`config.mk`:
```
export PLATFORM = sky130hd
export DESIGN_NAME = fifo_sync_flags_flat
export DESIGN_NICKNAME = d
export VERILOG_FILES = /design/src/rtl/fifo_sync_flags_if.sv /design/src/rtl/fifo_sync_flags.sv /design/src/flat_wrapper.sv
export SDC_FILE = /design/constraint.sdc
export NUM_CORES = 1
export LEC_CHECK = 0
export ABC_AREA = 1
export CORE_MARGIN = 8
export CORE_UTILIZATION = 57
export CTS_BUF_LIST = sky130_fd_sc_hd__clkbuf_4 sky130_fd_sc_hd__clkbuf_8 sky130_fd_sc_hd__clkbuf_16
export CTS_CLUSTER_DIAMETER = 200
export DETAILED_ROUTE_END_ITERATION = 8
export GPL_ROUTABILITY_DRIVEN = 0
export PLACE_DENSITY_LB_ADDON = 0.25
export SETUP_SLACK_MARGIN = 0.4
export SLEW_MARGIN = 15
export SYNTH_ARGS = -nofsm -noshare
export SYNTH_HDL_FRONTEND = slang
export SYNTH_SLANG_ARGS = --single-unit
```
`constraint.sdc`:
```
create_clock -name clk -period 2.25 [get_ports clk]
set_clock_uncertainty 0.1 [all_clocks]
set_input_delay 0.225 -clock clk [delete_from_list [all_inputs] [get_ports clk]]
set_output_delay 0.225 -clock clk [all_outputs]
set_load 0.01 [all_outputs]
```
`src/rtl/fifo_sync_flags_if.sv`:
```
// Bus between a producer/consumer pair and fifo_sync_flags.
// Strobe semantics: winc/rinc are requests, and the FIFO accepts them only when wfull/rempty allow.
interface fifo_sync_flags_if #(
  parameter int DATA_WIDTH = 8,
  parameter int DEPTH      = 8
);
  localparam int CW = $clog2(DEPTH) + 1;

  logic                  winc;
  logic [DATA_WIDTH-1:0] wdata;
  logic                  rinc;
  logic                  clr_err;
  logic [DATA_WIDTH-1:0] rdata;
  logic                  wfull;
  logic                  rempty;
  logic                  walmost_full;
  logic                  ralmost_empty;
  logic [CW-1:0]         count;
  logic                  overflow;
  logic                  underflow;

  modport master (
    output winc, wdata, rinc, clr_err,
    input  rdata, wfull, rempty, walmost_full, ralmost_empty, count, overflow, underflow
  );

  modport slave (
    input  winc, wdata, rinc, clr_err,
    output rdata, wfull, rempty, walmost_full, ralmost_empty, count, overflow, underflow
  );
endinterface

```
`src/rtl/fifo_sync_flags.sv`:
```
// Single-clock FIFO with an occupancy count, programmable almost flags and sticky error flags.
// It also has an optional first-word-fall-through read path.
module fifo_sync_flags #(
  parameter int DATA_WIDTH = 8,
  parameter int DEPTH      = 8,
  parameter int AF_LEVEL   = DEPTH - 2,
  parameter int AE_LEVEL   = 2,
  parameter int FWFT       = 0
) (
  input  logic               clk,
  input  logic               rst,
  fifo_sync_flags_if.slave   bus
);
  localparam int AW = $clog2(DEPTH);
  localparam int CW = AW + 1;
  localparam logic [CW-1:0] FULL_CNT = CW'(DEPTH);
  localparam logic [CW-1:0] AF_CNT   = CW'(AF_LEVEL);
  localparam logic [CW-1:0] AE_CNT   = CW'(AE_LEVEL);

  logic [DATA_WIDTH-1:0] mem [DEPTH];
  logic [AW-1:0]         wptr;
  logic [AW-1:0]         rptr;
  logic [CW-1:0]         count_q;
  logic [DATA_WIDTH-1:0] rdata_q;
  logic                  overflow_q;
  logic                  underflow_q;
  logic                  full;
  logic                  empty;
  logic                  wr_ok;
  logic                  rd_ok;

  // All status is decoded from the registered count, so flags move the edge after an access.
  assign full  = (count_q == FULL_CNT);
  assign empty = (count_q == '0);
  assign wr_ok = bus.winc && !full;
  assign rd_ok = bus.rinc && !empty;

  always_ff @(posedge clk) begin
    if (wr_ok) begin
      mem[wptr] <= bus.wdata;
    end
  end

  always_ff @(posedge clk or negedge rst) begin
    if (!rst) begin
      wptr        <= '0;
      rptr        <= '0;
      count_q     <= '0;
      rdata_q     <= '0;
      overflow_q  <= 1'b0;
      underflow_q <= 1'b0;
    end else begin
      if (wr_ok) begin
        wptr <= wptr + AW'(1);
      end
      if (rd_ok) begin
        rptr    <= rptr + AW'(1);
        rdata_q <= mem[rptr];
      end
      case ({wr_ok, rd_ok})
        2'b10:   count_q <= count_q + CW'(1);
        2'b01:   count_q <= count_q - CW'(1);
        default: count_q <= count_q;
      endcase
      // A new error in the same cycle as clr_err keeps the flag set.
      if (bus.winc && full) begin
        overflow_q <= 1'b1;
      end else if (bus.clr_err) begin
        overflow_q <= 1'b0;
      end
      if (bus.rinc && empty) begin
        underflow_q <= 1'b1;
      end else if (bus.clr_err) begin
        underflow_q <= 1'b0;
      end
    end
  end

  // In FWFT mode the head word is shown directly, and the last popped word is held while empty.
  generate
    if (FWFT != 0) begin : g_fwft
      assign bus.rdata = empty ? rdata_q : mem[rptr];
    end else begin : g_reg
      assign bus.rdata = rdata_q;
    end
  endgenerate

  assign bus.wfull         = full;
  assign bus.rempty        = empty;
  assign bus.walmost_full  = (count_q >= AF_CNT);
  assign bus.ralmost_empty = (count_q <= AE_CNT);
  assign bus.count         = count_q;
  assign bus.overflow      = overflow_q;
  assign bus.underflow     = underflow_q;
endmodule

```
`src/flat_wrapper.sv`:
```
// flat-port wrapper written by rule: the top's interface ports become plain ports
module fifo_sync_flags_flat 
#(
  parameter int DATA_WIDTH = 8,
  parameter int DEPTH      = 8,
  parameter int AF_LEVEL   = DEPTH - 2,
  parameter int AE_LEVEL   = 2,
  parameter int FWFT       = 0
)
  (clk, rst, bus_winc, bus_wdata, bus_rinc, bus_clr_err, bus_rdata, bus_wfull, bus_rempty, bus_walmost_full, bus_ralmost_empty, bus_count, bus_overflow, bus_underflow);
  fifo_sync_flags_if #(.DATA_WIDTH(DATA_WIDTH), .DEPTH(DEPTH)) bus_i ();
  input  logic clk;
  input  logic rst;
  input wire logic [$bits(bus_i.winc)-1:0] bus_winc;
  input wire logic [$bits(bus_i.wdata)-1:0] bus_wdata;
  input wire logic [$bits(bus_i.rinc)-1:0] bus_rinc;
  input wire logic [$bits(bus_i.clr_err)-1:0] bus_clr_err;
  output wire logic [$bits(bus_i.rdata)-1:0] bus_rdata;
  output wire logic [$bits(bus_i.wfull)-1:0] bus_wfull;
  output wire logic [$bits(bus_i.rempty)-1:0] bus_rempty;
  output wire logic [$bits(bus_i.walmost_full)-1:0] bus_walmost_full;
  output wire logic [$bits(bus_i.ralmost_empty)-1:0] bus_ralmost_empty;
  output wire logic [$bits(bus_i.count)-1:0] bus_count;
  output wire logic [$bits(bus_i.overflow)-1:0] bus_overflow;
  output wire logic [$bits(bus_i.underflow)-1:0] bus_underflow;
  assign bus_i.winc = bus_winc;
  assign bus_i.wdata = bus_wdata;
  assign bus_i.rinc = bus_rinc;
  assign bus_i.clr_err = bus_clr_err;
  assign bus_rdata = bus_i.rdata;
  assign bus_wfull = bus_i.wfull;
  assign bus_rempty = bus_i.rempty;
  assign bus_walmost_full = bus_i.walmost_full;
  assign bus_ralmost_empty = bus_i.ralmost_empty;
  assign bus_count = bus_i.count;
  assign bus_overflow = bus_i.overflow;
  assign bus_underflow = bus_i.underflow;
  fifo_sync_flags #(.DATA_WIDTH(DATA_WIDTH), .DEPTH(DEPTH), .AF_LEVEL(AF_LEVEL), .AE_LEVEL(AE_LEVEL), .FWFT(FWFT)) u_core (.clk(clk), .rst(rst), .bus(bus_i));
endmodule
```
==> results.txt, run 1 <==
Top cells by count, synth - 76 x nor2_1, 64 x edfxtp_1, 43 x nand2_1
Worst hold path class - in -> async
Effective utilization at floorplan - 59.4%
Post-Syn Area - 3560 µm²
Max FO, Critical Path - 4
Wire per inst - 16.6 µm
Via count - 2453
Slew Limit Fails - 0
Synthesized net count - 334
Yosys warns - 0
Peak supply drop - 1.11 mV
Final hold vios - 0
Share of layout cells above drive strength 1 - 20.4%
Die height - 95.0 µm
Outcome - complete, no violations
Hpwl dp - 4730 µm
Clock-pin slew on the worst setup and hold paths - 80 ps
Sequential fraction of the synthesis area - 68.0%
Multi-input gate area - 1070 µm²
Synth-to-Final Area Change - 24.8%
Synth Flop Type - edfxtp_1
1st-iter DRT viols - 226
Cell row count - 28
Post-synthesis cell type with the largest combined area - edfxtp_1
Max Fclk - 515 MHz
Lkg Pwr - 1.76 nW
# nets final - 390
Final min period - 1940 ps
Worst Setup Start Kind - flop
TNS Setup - 0 ps
Clock buffer depth - 2
Pre-antenna DRT Iters - 4
Clock Latency Late Sink - 340 ps
Crit Path Class - reg -> reg
Avg Cell Area, Syn - 11.3 µm²
Number of synthesized flops with an enable pin - 64
Drt total wl - 7490 µm
Fin util - 74.2%
Die ar. - 9030 µm²
Via density - 5.43
Critical path arrival - 2070 ps
Synth top area cells - edfxtp_1 54%, dfrtp_1 14%, nor2_1 8.0%
Final worst-path cycle share - 86.3%
Cts bufs inserted - 9
Final Setup Violations - 0
Cell Pwr Density - 1330 nW/µm²
CTS tree - built
Drt drc - 0
All-Layer GR Usage - 17.5%
Filler Cell Count - 374
Post-route ant nets - 0
Maxcap violations - 0
Port bufs - 30
Max_slew headroom - 67.2%
Hold buffer count at CTS - 0
Depth of the CTS H-tree - 3
Share of the synthesized area in the top cell type - 54.0%
Wire length of the first global-routing pass - 11600 µm
Worst slew pin tran - 491 ps
Clock sinks - 84
Grt ovf - 0
Clk root buf - clkbuf_8
Ys async rst share - 23.8%
Reg2reg path depth - 12
Core Footprint - 5990 µm²
Pin count of the biggest net entering global routing - 34
RSZ-0062 raised after global routing - true
Top Ports - 31
Post-Synthesis Cells - 316
Synthesized flop and latch total - 84
Most common cell in the synthesized netlist - nor2_1
Initial antenna violation count - 0
Register area - 2430 µm²
Vias in the first global route - 2409
Antenna diodes - 0
Element type at the critical path end - flop
Chip width - 95.0 µm
Unique masters post-synth - 25
WP data required - 2380 ps
==> worst max-delay path, stage by stage (launching register included) <==
cell and delay, ps:
dfrtp_2 450, nor2_4 140, nand3_2 90, buf_6 130, nand2_4 60, ha_4 130, nand2_1 70, inv_2 70
nor2_2 50, ha_2 180, a21oi_2 110, xor2_1 170, o21ai_1 80
==> power breakdown <==
| part | total (W) | internal [W] | switching, W |
|---|---|---|---|
| Combinational | 0.00243 | 0.00100 | 0.00142 |
| Clock | 0.00127 | 0.000775 | 0.000491 |
| Sequential | 0.00223 | 0.00204 | 0.000194 |
==> logic make-up (layout without fill, tap and decap cells) <==
| family | Yosys count | count (layout) | synth area share [%] |
|---|---|---|---|
| AOI/OAI and AO/OA | 39 | 39 | 5.59 |
| and+or+nand+nor | 153 | 153 | 18.3 |
| xor gates and xnor gates | 6 | 6 | 1.48 |
| buffers and inverters | 29 | 90 | 4.82 |
| DFF | 84 | 84 | 68.0 |
| adders and majority gates | 5 | 5 | 1.76 |
==> metrics by stage <==
| stage | std cells | hold WS, ps | total power, W | worst slack (ps) | area (µm²) |
|---|---|---|---|---|---|
| after global routing | 452 | 140 | 0.00629 | 221 | 4440 |
| final | 452 | 121 | 0.00593 | 309 | 4440 |
| after floorplan | 316 | -171 | 0.00370 | 266 | 3590 |
| after CTS | 448 | 111 | 0.00578 | 294 | 4310 |
| after global placement | 425 | 368 | 0.00436 | 279 | 4000 |
| after detailed placement | 425 | 369 | 0.00445 | 210 | 4000 |
==> registers in the layout, indices dropped and copies added, names as in the netlist <==
register              flops
u_core.wptr               3
u_core.bus.count          4
u_core.rptr               3
u_core.mem               64
u_core.bus.rdata          8
u_core.bus.underflow      1
u_core.bus.overflow       1
==> cell usage in the layout, fill, tap and decap left out <==
cell,n
xor2_1,4
xnor2_1,2
ha_2,1
clkinvlp_4,1
dlymetal6s2s_1,2
nand3_1,24
clkdlybuf4s50_1,25
nor2_2,2
o21ai_1,1
nand3_2,4
clkinv_1,1
nand2_2,1
ha_1,2
o21ai_0,35
inv_1,10
nor2_4,7
buf_8,2
dfrtp_1,16
inv_4,1
clkbuf_8,9
dfrtp_2,4
or2_4,1
ha_4,2
dlygate4sd2_1,3
edfxtp_1,64
nor2_1,69
inv_2,5
nand2_4,3
bufinv_16,3
clkbuf_4,3
a21oi_2,1
o21ai_2,2
nand2_1,42
buf_6,7
buf_4,18
==> repair_timing <==
| action | in CTS | in global routing |
|---|---|---|
| pin swaps | 2 | 6 |
| endpoints found under the setup margin | 7 | 68 |
| endpoints found under the hold margin | 0 | 0 |
| gates resized for setup | 6 | 32 |
| buffers inserted | 7 | 4 |
==> final timing paths <==
| path | from | endpoint | slack [ps] |
|---|---|---|---|
| worst min register to register | u_core.bus.rdata[3]$_DFFE_PN0P_ | u_core.bus.rdata[3]$_DFFE_PN0P_ | 390 |
| worst max register to register | u_core.bus.count[1]$_DFFE_PN0P_ | u_core.bus.count[2]$_DFFE_PN0P_ | 310 |
| worst min-delay path | rst | u_core.wptr[1]$_DFFE_PN0P_ | 120 |
| min in group clk | bus_clr_err | u_core.bus.underflow$_DFFE_PN0P_ | 390 |
| max in group asynchronous | rst | u_core.bus.count[0]$_DFFE_PN0P_ | 1700 |
| worst max-delay path | u_core.bus.count[1]$_DFFE_PN0P_ | u_core.bus.count[2]$_DFFE_PN0P_ | 310 |
==> metal layers <==
metal,wire length [µm],vias to the layer above,GRT usage [%]
li1,-,1180,-
met1,3100,1147,20.8
met2,3600,101,28.0
met3,574,25,5.58
met4,216,0,8.97
met5,0,-,0
==> area by class of cell <==
cell class	instances	share of cell area, %
multi-input combinational	203	24.0
tap	75	2.11
inverter	17	1.49
timing repair buffer	57	12.3
sequential	84	54.6
clock buffer	12	3.29
clock inverter	4	2.20
Note: power is estimated with default switching activity, not from simulation.
==> run 2, diff against run 1 <==
--- a/config.mk
+++ b/config.mk
@@ -11,7 +11,6 @@
 export CTS_BUF_LIST = sky130_fd_sc_hd__clkbuf_4 sky130_fd_sc_hd__clkbuf_8 sky130_fd_sc_hd__clkbuf_16
 export CTS_CLUSTER_DIAMETER = 200
 export DETAILED_ROUTE_END_ITERATION = 8
-export GPL_ROUTABILITY_DRIVEN = 0
 export PLACE_DENSITY_LB_ADDON = 0.25
 export SETUP_SLACK_MARGIN = 0.4
 export SLEW_MARGIN = 15
==> results of run 2 <==
No change in the layout: final DEF, timing and power equal those of run 1.
==> RTL edit: new RTL, settings of run 2 <==
`DATA_WIDTH` is set to 8 in 3 places; all go to 10.
--- a/src/rtl/fifo_sync_flags_if.sv
+++ b/src/rtl/fifo_sync_flags_if.sv
@@ -1,7 +1,7 @@
 // Bus between a producer/consumer pair and fifo_sync_flags.
 // Strobe semantics: winc/rinc are requests, and the FIFO accepts them only when wfull/rempty allow.
 interface fifo_sync_flags_if #(
-  parameter int DATA_WIDTH = 8,
+  parameter int DATA_WIDTH = 10,
   parameter int DEPTH      = 8
 );
   localparam int CW = $clog2(DEPTH) + 1;
--- a/src/rtl/fifo_sync_flags.sv
+++ b/src/rtl/fifo_sync_flags.sv
@@ -1,7 +1,7 @@
 // Single-clock FIFO with an occupancy count, programmable almost flags and sticky error flags.
 // It also has an optional first-word-fall-through read path.
 module fifo_sync_flags #(
-  parameter int DATA_WIDTH = 8,
+  parameter int DATA_WIDTH = 10,
   parameter int DEPTH      = 8,
   parameter int AF_LEVEL   = DEPTH - 2,
   parameter int AE_LEVEL   = 2,
--- a/src/flat_wrapper.sv
+++ b/src/flat_wrapper.sv
@@ -1,7 +1,7 @@
 // flat-port wrapper written by rule: the top's interface ports become plain ports
 module fifo_sync_flags_flat 
 #(
-  parameter int DATA_WIDTH = 8,
+  parameter int DATA_WIDTH = 10,
   parameter int DEPTH      = 8,
   parameter int AF_LEVEL   = DEPTH - 2,
   parameter int AE_LEVEL   = 2,
Interface: changed (resized bus_rdata and bus_wdata); port bits go from 31 to 35. The function was not compared with the original's and may differ.
==> RTL edit against run 2 <==
  * Worst hold slack worse by 0.012 ns
  * Power grew 13%
  * Sequential cell count grew 18
  * Setup slack improved by 0.057 ns
  * Cell area grew 17%
  * Final cell count grew 19%
  * Core utilization is 2.3 points lower
  * Clock power shrank 13%
  * Wire length up 33%
  * Synthesized area rose by 19%
  * Critical path type unchanged
==> RTL edit: results (changes against run 2) <==
stage;metric;value;unit;change
synthesis;async_reset_ff_share;21.57;%;was 23.81%
synthesis;synth_nets;393;;was 334
setup_path;cpMaxStageDelayCell;dfrtp_2;;unchanged
placement;place_ws;0.2950;ns;was 0.2098 ns
placement;dp_hpwl;5.456;mm;was 4.732 mm
clock_tree;clk_pin_slew;0.10;ns;was 0.08 ns
timing;maxSlewHeadroom;59.58;%;was 67.23%
cells_and_area;n_fill_cell;503;;was 374
synthesis;synth_common_cells;nor2_1, edfxtp_1, nand2_1, o21ai_0, nand3_1;;unchanged
synthesis;synth_edf_count;80;;was 64
cells_and_area;antenna_cells;0;;unchanged
cells_and_area;nets;454;;was 390
setup_path;r2r-start;u_core.bus.count[0];;was u_core.bus.count[1]
synthesis;syn_inst;373;;was 316
synthesis;synth_area_leaders;edfxtp_1, dfrtp_1, nor2_1, o21ai_0, nand2_1;;unchanged
placement;gp_congestion;0.8210;;was 0.8063
synthesis;yosysSeqAreaShare;69.99;%;was 68.05%
setup_path;cp.arrival;2.04;ns;was 2.07 ns
power_and_ir_drop;ir_worst_vdd;548.6;µV;was 1113 µV
cells_and_area;largest_reg_flops;80;;was 64
setup_path;cpPeakStageDelay;0.44;ns;
setup_path;critPathMaxFanout;4;;unchanged
detailed_routing;wl_per_cell;18.49;µm;was 16.56 µm
setup_path;critical_path.reg2reg.endpoint;u_core.bus.count[2];;unchanged
detailed_routing;drt_pass1_iterations;7;;was 4
clock_tree;h-tree-depth;3;;unchanged
setup_path;r2r_cells;11;;was 12
cells_and_area;drive_above_1_share;17.77;%;was 20.42%
synthesis;yosys_warnings;0;;unchanged
synthesis;synth_cell_types;22;;was 25
global_route;track_usage;18.22;%;was 17.47%
detailed_routing;drt_iter0_drc;283;;was 226
cells_and_area;top_register;u_core.mem;;unchanged
global_route;grt_start_max_net_pins;42;;was 34
worst_hold_path;hp-class;in -> async;;unchanged
detailed_routing;viasPerCell;5.543;;was 5.427
clock_tree;cts_root_buffer;clkbuf_8;;unchanged
global_route;grt_pass1_wl;14.12;mm;was 11.59 mm
power_and_ir_drop;power_leakage;0.002004;µW;was 0.001760 µW
setup_path;rrSetupSlack;0.37;ns;was 0.31 ns
clock_tree;insertion_delay;0.36;ns;was 0.34 ns
placement;port_buffers;34;;was 30
placement;place_inst;504;;was 425
detailed_routing;vias;2982;;was 2,453
clock_tree;cts_buffers;9;;unchanged
global_route;grt_pass1_vias;2744;;was 2,409
run_status;status;complete, no violations;;unchanged
clock_tree;clockBufferDepth;2;;unchanged
global_route;antenna_found_initial;0;;unchanged
[RTL edit: through the flow]
| step | utilization, % | hold slack (ns) | area [µm²] |
|---|---|---|---|
| after CTS | 69.09 | 0.1038 | 4985 |
| after detailed placement | 65.40 | 0.3692 | 4718 |
| after global placement | 65.40 | 0.3653 | 4718 |
| after floorplan | - | -0.1706 | 4257 |
| final | 71.89 | 0.1088 | 5186 |
| after global routing | 71.89 | 0.1406 | 5186 |
[RTL edit: final cells by class]
type                       count  area share (%)
clock inverter                 5          0.8203
multi-input combinational    237           23.35
inverter                      17           1.230
tap                           99           2.388
clock buffer                  11           2.799
sequential                   102           57.03
timing repair buffer          67           12.38
[RTL edit: metal layers]
layer  share of wire [%]  GRT usage (%)  up-vias
li1                    -              -     1386
met4                 2.3          7.111        0
met2                  51          31.08      153
met1                  38          21.68     1426
met5                   0              0        -
met3                 8.7          4.428       17
[RTL edit: worst max path at each step]
stage	start	to	slack, ns	cells after the start
after floorplan	u_core.bus.count[3]	u_core.bus.count[2]	0.31	12
after global placement	bus_rinc	u_core.bus.count[2]	0.34	11
after detailed placement	bus_rinc	u_core.bus.count[2]	0.30	11
after CTS	u_core.bus.count[3]	u_core.mem[2][0]	0.39	7
after global routing	u_core.bus.count[0]	u_core.bus.count[2]	0.30	11
final	u_core.bus.count[0]	u_core.bus.count[2]	0.37	11
[RTL edit: critical path: cells and delay by family (launching register included)]
kind,cells,cell delay [ns]
XOR/XNOR,1,0.17
flip-flops,1,0.44
adder cells (fa/ha/maj),2,0.32
AO/OA/AOI/OAI,2,0.19
AND/OR/NAND/NOR,5,0.47
buffers and inverters,1,0.06
[RTL edit: where the power goes]
group / switching (µW) / leakage (µW) / internal, µW / total (µW)
Sequential: 198 / 0.000990 / 2460 / 2660
Combinational: 1740 / 0.000918 / 1180 / 2920
Clock: 636 / 0.0000958 / 460 / 1100
Total: 2570 / 0.00200 / 4110 / 6680
[RTL edit: cell families (layout without fill, tap and decap cells)]
logic type / count (synthesis) / after routing / synth area share (%)
AOI/OAI and AO/OA: 47 / 47 / 5.575
buffers and inverters: 34 / 100 / 4.241
xor gates and xnor gates: 6 / 6 / 1.246
adders and majority gates: 5 / 5 / 1.483
DFF: 102 / 102 / 69.99
and+or+nand+nor: 179 / 179 / 17.47
[RTL edit: timing repair]
| item | 4_1_cts | 5_1_grt |
|---|---|---|
| hold buffers | 0 | 0 |
| cloned | 0 | 6 |
| buffers inserted | 8 | 4 |
| setup endpoints to repair | 5 | 84 |
| gates resized for setup | 11 | 44 |
| pin swaps | 6 | 9 |
